$ cat src/rtl/mem_burst_arbiter.sv
// mem_burst_arbiter: two-client burst arbiter sharing one memory master between a camera
// write stream and a VGA read stream, switching grants only at burst boundaries.
module mem_burst_arbiter #(
    parameter int ADDR_W     = 32,
    parameter int DATA_W     = 32,
    parameter int STARVE_MAX = 4
) (
    input  logic              clk,
    input  logic              reset,
    input  logic [ADDR_W-1:0] cam_address,
    input  logic              cam_write,
    input  logic [DATA_W-1:0] cam_writedata,
    input  logic [5:0]        cam_burstcount,
    output logic              cam_waitrequest,
    input  logic [ADDR_W-1:0] vga_address,
    input  logic              vga_read,
    input  logic [5:0]        vga_burstcount,
    input  logic              vga_urgent,
    output logic              vga_waitrequest,
    output logic [DATA_W-1:0] vga_readdata,
    output logic              vga_readdatavalid,
    output logic [ADDR_W-1:0] avm_address,
    output logic              avm_read,
    output logic              avm_write,
    output logic [DATA_W-1:0] avm_writedata,
    output logic [5:0]        avm_burstcount,
    input  logic              avm_waitrequest,
    input  logic [DATA_W-1:0] avm_readdata,
    input  logic              avm_readdatavalid,
    output logic [1:0]        arb_state
);
    typedef enum logic [1:0] {IDLE, CAM_WR, VGA_CMD, VGA_RD} state_t;
    localparam int SW = $clog2(STARVE_MAX + 1);
    state_t        state_q;
    logic [5:0]    bc_q;
    logic [5:0]    beats_q;
    logic [SW-1:0] starve_q;
    logic          last_cam_q;
    logic          starved;
    logic          gnt_cam;
    logic          gnt_vga;
    logic [5:0]    cam_bc;
    logic [5:0]    vga_bc;
    assign starved = starve_q == SW'(STARVE_MAX);
    // Camera wins when starved, or when VGA is absent / not urgent and VGA was served last.
    assign gnt_cam = cam_write && (starved || !(vga_read && (vga_urgent || last_cam_q)));
    assign gnt_vga = vga_read && !gnt_cam;
    assign cam_bc  = (cam_burstcount == 6'd0) ? 6'd1 : cam_burstcount;
    assign vga_bc  = (vga_burstcount == 6'd0) ? 6'd1 : vga_burstcount;
    always_ff @(posedge clk) begin
        if (reset) begin
            state_q    <= IDLE;
            bc_q       <= '0;
            beats_q    <= '0;
            starve_q   <= '0;
            last_cam_q <= 1'b0;
        end else begin
            case (state_q)
                IDLE: begin
                    if (gnt_cam) begin
                        state_q    <= CAM_WR;
                        bc_q       <= cam_bc;
                        beats_q    <= cam_bc;
                        starve_q   <= '0;
                        last_cam_q <= 1'b1;
                    end else if (gnt_vga) begin
                        state_q    <= VGA_CMD;
                        bc_q       <= vga_bc;
                        beats_q    <= vga_bc;
                        last_cam_q <= 1'b0;
                        if (cam_write && !starved) starve_q <= starve_q + SW'(1);
                    end
                end
                CAM_WR: begin
                    if (cam_write && !avm_waitrequest) begin
                        beats_q <= beats_q - 6'd1;
                        if (beats_q == 6'd1) state_q <= IDLE;
                    end
                end
                VGA_CMD: begin
                    if (vga_read && !avm_waitrequest) state_q <= VGA_RD;
                end
                VGA_RD: begin
                    if (avm_readdatavalid) begin
                        beats_q <= beats_q - 6'd1;
                        if (beats_q == 6'd1) state_q <= IDLE;
                    end
                end
                default: state_q <= IDLE;
            endcase
        end
    end
    assign avm_address       = (state_q == VGA_CMD) ? vga_address : cam_address;
    assign avm_writedata     = cam_writedata;
    assign avm_burstcount    = bc_q;
    assign avm_write         = (state_q == CAM_WR) && cam_write;
    assign avm_read          = (state_q == VGA_CMD) && vga_read;
    assign cam_waitrequest   = (state_q == CAM_WR) ? avm_waitrequest : 1'b1;
    assign vga_waitrequest   = (state_q == VGA_CMD) ? avm_waitrequest : 1'b1;
    assign vga_readdata      = avm_readdata;
    assign vga_readdatavalid = (state_q == VGA_RD) && avm_readdatavalid;
    assign arb_state         = state_q;
endmodule
$ cat config.mk
export PLATFORM = sky130hd
export DESIGN_NAME = mem_burst_arbiter
export DESIGN_NICKNAME = d
export VERILOG_FILES = /design/src/rtl/mem_burst_arbiter.sv
export SDC_FILE = /design/constraint.sdc
export NUM_CORES = 1
export LEC_CHECK = 0
export ABC_CLOCK_PERIOD_IN_PS = 2250
export BUFFER_PORTS_ARGS = -buffer_cell sky130_fd_sc_hd__buf_2
export CAP_MARGIN = 20
export CORE_MARGIN = 10
export CORE_UTILIZATION = 32
export CTS_BUF_LIST = sky130_fd_sc_hd__clkbuf_16
export DETAILED_ROUTE_END_ITERATION = 8
export PLACE_DENSITY_LB_ADDON = 0.12
export SLEW_MARGIN = 0
export SYNTH_ARGS = -nofsm -noshare
export SYNTH_HDL_FRONTEND = slang
export SYNTH_SLANG_ARGS = --single-unit
$ cat constraint.sdc
create_clock -name clk -period 2.25 [get_ports clk]
set_input_delay 0.675 -clock clk [delete_from_list [all_inputs] [get_ports clk]]
set_output_delay 0.675 -clock clk [all_outputs]
set_load 0.02 [all_outputs]
==> flow_summary.yaml, run 1 <==
die:
  die_w_um: 98.50
  core_um2: 5956
  rows: 28
  dieArea_um2: 9702
  start_util_pct: 33.11
  num_io_pins: 256
  die_h_um: 98.50
critical_path:
  cp_data_arrival_time_ns: 1.52
  reg2reg_slack_ns: 0.59
  required_ns: 1.57
  r2r_cells: 6
  crit_path_start_kind: "flop"
  critical_path_class: "reg2out"
  crit_fanout: 8
  r2r_end: "beats_q[2]"
  r2r-start: "starve_q[0]"
  end_kind: "primary output"
  startpoint: "arb_state[1]"
synthesis:
  synth-edff-count: 0
  synth-seq-area-share_pct: 18.27
  async_flop_share_pct: 0
  synthFlopType: "dfxtp_1"
  ys_ff_latch: 18
  yosysWarnings: 0
  avgSynthCellArea_um2: 8.320
  ys_top_cells_by_area: "buf_4 (24%), dfxtp_1 (18%), mux2_2 (18%)"
  synthCells: 237
  yosysUniqueCellTypes: 50
  synth_top_area_share_pct: 24.37
  yosysTopAreaCell: "buf_4"
  netlist_area_um2: 1972
  synthesis.nets: 388
sta:
  fmax_mhz: 455.9
  finalHoldViolCount: 0
  whs_ns: 0.4543
  slew_headroom_pct: 71.63
  finalSetupTns_ns: 0
  fin_crit_sh_pct: 97.49
  finClkSkew_ns: 0.002147
  period_minus_slack_ns: 2.194
  setup-violations-final: 0
  maxSlewViolCount: 0
  tightestPinTransition_ns: 0.4219
clocking:
  insertion_delay_ns: 0.25
  postCtsSetupBuffers: 0
  numCtsBuffers: 3
  clock_path_buffers: 2
  htree_levels: 1
  cts_hold_buf: 0
  cts_tree: "done"
  cts-root-buf: "clkbuf_16"
  cts_resized: 0
  cts_sinks: 18
  clkTransAtPathRegs_ns: 0.06
worst_hold_path:
  worstHoldPathType: "reg2reg"
  min_from: "avm_burstcount[4]"
  min_to: "avm_burstcount[4]"
  hold_depth: 2
global_route:
  top_usage_layer: "met2"
  grt_max_degree: 35
  met3_usage_pct: 4.679
  met2_usage_pct: 22.44
  use_met1_pct: 13.63
  grt-ovfl-total: 0
  grt_pass1_vias: 1963
  grt.total_usage_pct: 13.17
  grt_first_pass_wirelength_mm: 10.50
  antenna_found_initial: 0
final_layout:
  fin_cells: 383
  area_growth_pct: 24.56
  nNetsFinal: 460
  antenna_cells: 0
  drive_gt1_share_pct: 59.74
  final_common_cell: "buf_2"
  final_cell_mix: "buf_2 (120), mux2_2 (32), dfxtp_1 (17)"
route:
  initialDrtViolationCount: 94
  drt-total-wl_mm: 7.297
  ant_nets: 0
  wl_per_cell_um: 19.05
  drt-vias-per-instance: 4.922
  drc: 0
  detail_route.first_pass.iterations: 4
  vias: 1885
power_and_ir_drop:
  irDropWorstVdd_mv: 0.1866
  p_leak_nw: 1.208
  power_density_nw_per_um2: 580.5
placed_design:
  hpwlAfterDp_mm: 6.018
  gp_congestion: 0.7880
  port_buffers: 127
  dp.cells: 376
job:
  drv_cap: 0
run_status:
  status: "finished, final reports clean"
[area by class of cell]
cell class | instances | area, um^2
Clock buffer | 3 | 75.07
Clock inverter | 1 | 3.754
Fill cell | 645 | 3500
Inverter | 11 | 41.29
Multi-Input combinational cell | 136 | 1060
Sequential cell | 18 | 361.6
Tap cell | 75 | 93.84
Timing Repair Buffer | 139 | 820.8
[worst max-delay path, cell delays in order (launching register included)]
cell,delay (ns)
dfxtp_2,0.33
inv_2,0.05
nor2_4,0.19
clkbuf_16,0.21
mux2_2,0.35
buf_6,0.14
[layer usage]
metal | vias up | share of wire, %
li1 | 914 | -
met1 | 841 | 38
met2 | 91 | 50
met3 | 39 | 8.4
met4 | 0 | 4.0
met5 | - | 0
[report_power, final]
group / total [mW] / switching [mW] / internal, mW
logic: 0.672 / 0.357 / 0.315
clock network: 0.371 / 0.134 / 0.237
registers: 0.383 / 0.0256 / 0.358
total: 1.43 / 0.516 / 0.909
[synthesized netlist by cell type, types with 3 or more instances]
master,number
buf_4,64
mux2_2,32
dfxtp_1,18
nor2_1,13
inv_1,11
nand2_1,10
a21oi_1,7
nor3_1,5
o21ai_0,5
a31oi_1,4
buf_2,4
ha_1,4
mux2i_1,4
and3_1,3
nand2b_1,3
nand3_1,3
o22ai_1,3
[state kept, by name (all words and copies together), names as in the netlist]
register        flops
avm_burstcount      6
starve_q            3
beats_q             6
arb_state           2
last_cam_q          1
[stage by stage]
step | cell area [um^2] | util (%) | worst slack [ns] | power, mW
finish | 2456 | 41.24 | 0.05642 | 1.426
global route | 2456 | 41.24 | -0.002353 | 1.514
CTS | 2345 | 39.37 | 0.02929 | 1.391
detailed placement | 2266 | 38.05 | 0.2530 | 1.016
global placement | 2266 | 38.05 | 0.2696 | 1.019
floorplan | 1972 | - | 0.01804 | 0.9349
[how the worst max path moves through the flow]
stage / end / slack (ns)
2_1_floorplan: avm_address[10] / 0.02
3_3_place_gp: beats_q[1] / 0.27
3_5_place_dp: beats_q[1] / 0.25
4_1_cts: avm_address[24] / 0.03
5_1_grt: avm_address[0] / -0.002
6_report: avm_address[7] / 0.06
[logic make-up after synthesis]
group | synth area share (%)
AOI/OAI and AO/OA | 16.56
adders and majority gates | 2.538
muxes | 20.30
DFF | 18.27
xor gates and xnor gates | 0.8885
and+or+nand+nor | 13.20
buffers and inverters | 28.24
(Power assumes the default switching activity.)
==> run 2: changes to the inputs <==
- ABC_AREA: unset -> 1
- ABC_CLOCK_PERIOD_IN_PS: 2250 -> 1800
- CORE_UTILIZATION: 32 -> 30
- clock period: 2.25 -> 1.8 ns (I/O delays scaled with it)
==> run 2 against run 1 <==
The run now ends with negative setup slack left. Die area up 10%. Power rose to 3.4 times the previous value. Wire length up 19%. Clock skew up 0.0014 ns. Worst hold slack better by 0.031 ns. Flip-flop and latch count unchanged. Cell count up 34%. Register-to-register slack worse by 0.38 ns. Clock power up 17%. Critical endpoint is now avm_address[1].
==> flow_summary.yaml, run 2 <==
clocking:
  numCtsBuffers: 3
  insertion_delay_ns: 0.25
  htree_levels: 1
  cts-root-buf: "clkbuf_16"
  cts_sinks: 18
  cts_tree: "done"
  clock_path_buffers: 2
  clkTransAtPathRegs_ns: 0.05
  cts_hold_buf: 0
global_route:
  grt.total_usage_pct: 14.71
  grt_first_pass_wirelength_mm: 12.38
  grt_pass1_vias: 2322
  grt_max_degree: 34
  antenna_found_initial: 0
  grt-ovfl-total: 0
sta:
  maxSlewViolCount: 0
  tightestPinTransition_ns: 0.2841
  setup-violations-final: 14
  finalHoldViolCount: 0
  period_minus_slack_ns: 1.832
  rsz0062_at_grt: "yes"
  slew_headroom_pct: 80.86
  fin_ws_ns: -0.03212
  finClkSkew_ns: 0.003566
  fin_crit_sh_pct: 101.8
  fmax_mhz: 545.8
  finalSetupTns_ns: -0.3146
synthesis:
  yosysTopAreaCell: "nand2_1"
  yosys.area_share.simple_pct: 39.22
  synth_most_common_cell: "nand2_1"
  synth_adder_area_share_pct: 2.402
  synth-edff-count: 0
  async_flop_share_pct: 0
  ys_top_cells_by_area: "nand2_1 (26%), buf_4 (23%), dfxtp_1 (17%)"
  synthCells: 360
  synth_top_area_share_pct: 25.95
  yosysWarnings: 0
  synth_commonest_cells: "nand2_1 (144), buf_4 (65), inv_1 (30)"
  synth_compound_area_share_pct: 6.847
  yosysUniqueCellTypes: 25
  synthXorXnorAreaFrac_pct: 1.682
  muxShareOfSynthArea_pct: 0
  synthesis.nets: 511
  avgSynthCellArea_um2: 5.787
  synth_top_family_by_area: "simple AND/OR/NAND/NOR gates"
  ys_ff_latch: 18
  synth-seq-area-share_pct: 17.30
  netlist_area_um2: 2083
  synthFlopType: "dfxtp_1"
critical_path:
  startpoint: "arb_state[1]"
  r2r_end: "beats_q[3]"
  end_kind: "primary output"
  critical_path_class: "reg2out"
  crit_path_start_kind: "flop"
  required_ns: 1.26
  crit_family: "buffers and inverters"
  reg2reg_slack_ns: 0.21
  critical_path.max_stage_delay_ns: 0.34
  crit_buf_inv: 4
  path_depth: 7
  r2r_cells: 10
  cp-endpoint: "avm_address[1]"
  r2r-start: "starve_q[0]"
  crit_chain: "inv_4 -> nor2_4 -> buf_12 -> clkbuf_16 -> nand2_4 -> nand2_2 -> buf_6"
  crit_fanout: 6
  crit_path_top_delay_cell: "dfxtp_2"
  cp_data_arrival_time_ns: 1.29
die:
  start_util_pct: 30.83
  dieArea_um2: 10680
  core_um2: 6756
  die_h_um: 103.3
  num_io_pins: 256
  rows: 30
  die_w_um: 103.3
final_layout:
  final_cell_mix: "nand2_1 (106), buf_2 (94), nand2_2 (34)"
  seq_area_um2: 361.6
  drive_gt1_share_pct: 46.30
  fill_cells: 756
  multi_input_area_um2: 1172
  antenna_cells: 0
  area_growth_pct: 35.80
  nNetsFinal: 585
  final_util_pct: 41.87
  design_area_um2: 2829
  final_common_cell: "nand2_1"
run_status:
  status: "finished, violations left"
  violations: "negative setup slack"
worst_hold_path:
  worstHoldPathType: "reg2reg"
route:
  drc: 0
  detail_route.first_pass.iterations: 6
  ant_nets: 0
  wl_per_cell_um: 17.01
  drt-total-wl_mm: 8.707
  vias: 2319
  initialDrtViolationCount: 92
  drt-vias-per-instance: 4.529
job:
  drv_cap: 0
placed_design:
  gp_congestion: 0.8688
  placed_area_um2: 2350
  port_buffers: 127
  hpwlAfterDp_mm: 7.335
power_and_ir_drop:
  power_density_nw_per_um2: 1715
  p_leak_nw: 1.658
  irDropWorstVdd_mv: 0.5147
  power_mw: 4.850
-- run 2: kinds of logic (layout without fill, tap and decap cells) --
logic type | after synthesis | after routing
simple gates | 202 | 202
buf+inv | 109 | 181
xor+xnor | 4 | 4
fa+ha+maj | 4 | 4
flops | 18 | 18
compound gates | 23 | 23
-- run 2: worst reg2reg max path: cells and delay by family, from the launching register on --
family / cells / cell delay [ns]
simple gates: 7 / 0.82
flops: 1 / 0.38
fa+ha+maj: 1 / 0.19
buf+inv: 2 / 0.09
-- run 2: worst min path at each step --
stage | start | end | cells after the start
finish | last_cam_q | last_cam_q | 2
global route | last_cam_q | last_cam_q | 2
CTS | last_cam_q | last_cam_q | 2
detailed placement | last_cam_q | last_cam_q | 2
global placement | last_cam_q | last_cam_q | 2
floorplan | last_cam_q | last_cam_q | 2
-- run 2: layer usage --
| layer | up-vias | track usage [%] | part of all wire, % |
|---|---|---|---|
| met5 | - | 0 | 0 |
| met4 | 0 | 2.353 | 0.26 |
| met3 | 2 | 6.711 | 14 |
| met2 | 138 | 25.99 | 49 |
| met1 | 1004 | 16.02 | 37 |
| li1 | 1175 | - | - |
-- run 2: power breakdown --
| part | leakage (nW) | switching [mW] | internal [mW] |
|---|---|---|---|
| registers | 0.149 | 0.121 | 0.557 |
| clock network | 0.0370 | 0.142 | 0.292 |
| logic | 1.47 | 2.18 | 1.56 |
| total | 1.66 | 2.44 | 2.41 |
-- run 2: final cells by class --
type / instances / share of cell area [%]
Clock buffer: 3 / 2.654
Inverter: 36 / 5.396
Multi-Input combinational cell: 233 / 41.44
Sequential cell: 18 / 12.78
Tap cell: 80 / 3.538
Timing Repair Buffer: 142 / 34.19
-- run 2: repair_timing --
action,4_1_cts,5_1_grt
buffers inserted,5,0
cloned,1,1
resized for setup,72,39
setup endpoints to repair,34,35
pin swaps,9,17
-- run 2: stage by stage --
stage	setup slack [ns]	hold WS [ns]	instances
after floorplan	0.04807	0.4510	360
after global placement	0.01076	0.4767	503
after detailed placement	-0.02654	0.4804	503
after CTS	-0.04645	0.4889	512
after global routing	-0.08044	0.5060	512
final	-0.03212	0.4856	512
==> run 3: changes to the inputs <==
- ABC_AREA: 1 -> unset
- ABC_CLOCK_PERIOD_IN_PS: 1800 -> 2000
- CORE_UTILIZATION: 30 -> 32
- HOLD_SLACK_MARGIN: unset -> 0.1
- clock period: 1.8 -> 2 ns (I/O delays scaled with it)
==> run 3 against run 2 <==
The flow still finishes with violations (negative setup slack). Sequential power down 36%. Largest cell class unchanged. Cell count down 24%. Critical endpoint is now avm_address[0]. Final area up 0.35%. Highest routed layer unchanged. Clock skew down 0.0011 ns. Critical path depth down 1. Utilization up 5.8 points. First-iteration DRC count down 6.5%.
==> flow_summary.yaml, run 3 (synthesized netlist as in run 1, its figures left out) <==
run_status:
  status: "finished, violations left"
  violations: "negative setup slack"
sta:
  finClkSkew_ns: 0.002460
  setup-violations-final: 33
  period_minus_slack_ns: 2.101
  fin_crit_sh_pct: 105.1
  finalHoldViolCount: 0
  fin_ws_ns: -0.1014
  fmax_mhz: 475.9
  tightestPinTransition_ns: 0.4977
  slew_headroom_pct: 66.67
  maxSlewViolCount: 0
  finalSetupTns_ns: -2.444
  rsz0062_at_grt: "yes"
clocking:
  cts_tree: "done"
  cts-root-buf: "clkbuf_16"
  htree_levels: 1
  cts_sinks: 18
  insertion_delay_ns: 0.25
  clkTransAtPathRegs_ns: 0.05
  clock_path_buffers: 2
  numCtsBuffers: 3
global_route:
  grt_max_degree: 19
  met2_usage_pct: 25.32
  grt.total_usage_pct: 14.52
  grt_pass1_vias: 2215
  antenna_found_initial: 0
  use_met1_pct: 15.40
  grt_first_pass_wirelength_mm: 11.70
  met3_usage_pct: 5.237
  top_usage_layer: "met2"
  grt-ovfl-total: 0
job:
  drv_cap: 0
die:
  die_h_um: 98.50
  rows: 28
  start_util_pct: 33.11
  dieArea_um2: 9702
  num_io_pins: 256
  core_um2: 5956
  die_w_um: 98.50
critical_path:
  crit_chain: "inv_2 -> nor2_4 -> buf_12 -> buf_16 -> mux2_2 -> buf_6"
  end_kind: "primary output"
  critical_path.max_stage_delay_ns: 0.34
  crit_fanout: 5
  critical_path_class: "reg2out"
  cp_data_arrival_time_ns: 1.50
  crit_path_top_delay_cell: "mux2_2"
  crit_buf_inv: 4
  required_ns: 1.40
  crit_family: "buffers and inverters"
  crit_path_start_kind: "flop"
final_layout:
  drive_gt1_share_pct: 61.39
  design_area_um2: 2839
  final_common_cell: "buf_2"
  nNetsFinal: 468
  final_util_pct: 47.67
  final_cell_mix: "buf_2 (94), buf_6 (33), mux2_4 (26)"
  antenna_cells: 0
  area_growth_pct: 43.97
placed_design:
  port_buffers: 127
  hpwlAfterDp_mm: 6.081
  gp_congestion: 0.7455
  placed_area_um2: 2275
power_and_ir_drop:
  p_leak_nw: 1.417
  irDropWorstVdd_mv: 0.2460
  power_density_nw_per_um2: 627.4
route:
  initialDrtViolationCount: 86
  drt-total-wl_mm: 7.992
  ant_nets: 0
  drc: 0
  vias: 1950
  drt-vias-per-instance: 4.987
  detail_route.first_pass.iterations: 4
  wl_per_cell_um: 20.44
worst_hold_path:
  worstHoldPathType: "reg2reg"
-- run 3: changes by cell type in the layout (fill, tap and decap cells not counted), sizes merged, moves of 4 or more --
cell	delta
inv	-25
a31oi	+4
a21oi	-4
a21boi	+4
mux2i	+4
mux2	+32
nand3	-18
nor2	-17
nand2	-136
-- run 3: through the flow --
stage               power [mW]  hold WS, ns  worst slack, ns  std cells
floorplan                1.052       0.4450         -0.02139        237
global placement         1.151       0.4394          0.09854        377
detailed placement       1.147       0.4476           0.1005        377
CTS                      1.678       0.4573          -0.1101        385
global route             1.898       0.4890          -0.1586        391
finish                   1.781       0.4545          -0.1014        391
-- run 3: area by class of cell --
| class | instances | area [um^2] |
|---|---|---|
| clock buffer | 3 | 75.07 |
| fill | 581 | 3117 |
| clock inverter | 1 | 3.754 |
| multi-input combinational | 136 | 1160 |
| tap | 75 | 93.84 |
| timing repair buffer | 147 | 1102 |
| inverter | 11 | 41.29 |
| sequential | 18 | 362.8 |
-- run 3: worst paths after layout --
kind | start | endpoint | slack (ns) | cells past startpoint
worst max-delay path | arb_state[1] | avm_address[0] | -0.10 | 6
worst max register to register | starve_q[0] | beats_q[3] | 0.31 | 7
worst min register to register | avm_burstcount[4] | avm_burstcount[4] | 0.45 | 2
worst min-delay path | avm_burstcount[4] | avm_burstcount[4] | 0.45 | 2
-- run 3: where the power goes --
part	switching (mW)	total [mW]	leakage, nW	internal, mW
clock	0.137	0.403	0.0385	0.266
combinational	0.450	0.945	1.23	0.495
sequential	0.0305	0.434	0.149	0.403
total	0.618	1.78	1.42	1.16
-- run 3: routing by layer --
layer	up-vias	wire length, um
li1	928	-
met1	889	2964
met2	91	4102
met3	42	705
met4	0	219
met5	-	0
-- run 3: timing repair --
| action | CTS | global route |
|---|---|---|
| cloned | 2 | 3 |
| gates resized for setup | 46 | 55 |
| hold buffers | 0 | 0 |
| pin swaps | 1 | 1 |
| setup buffers | 2 | 4 |
| endpoints found under the setup margin | 32 | 32 |
-- run 3: worst reg2reg max path, stage by stage (launching register included) --
cell and delay [ns]:
dfxtp_1 0.33, inv_1 0.07, ha_1 0.21, a21boi_1 0.28
nor2_1 0.09, o31ai_1 0.33, buf_4 0.19, a31oi_1 0.07
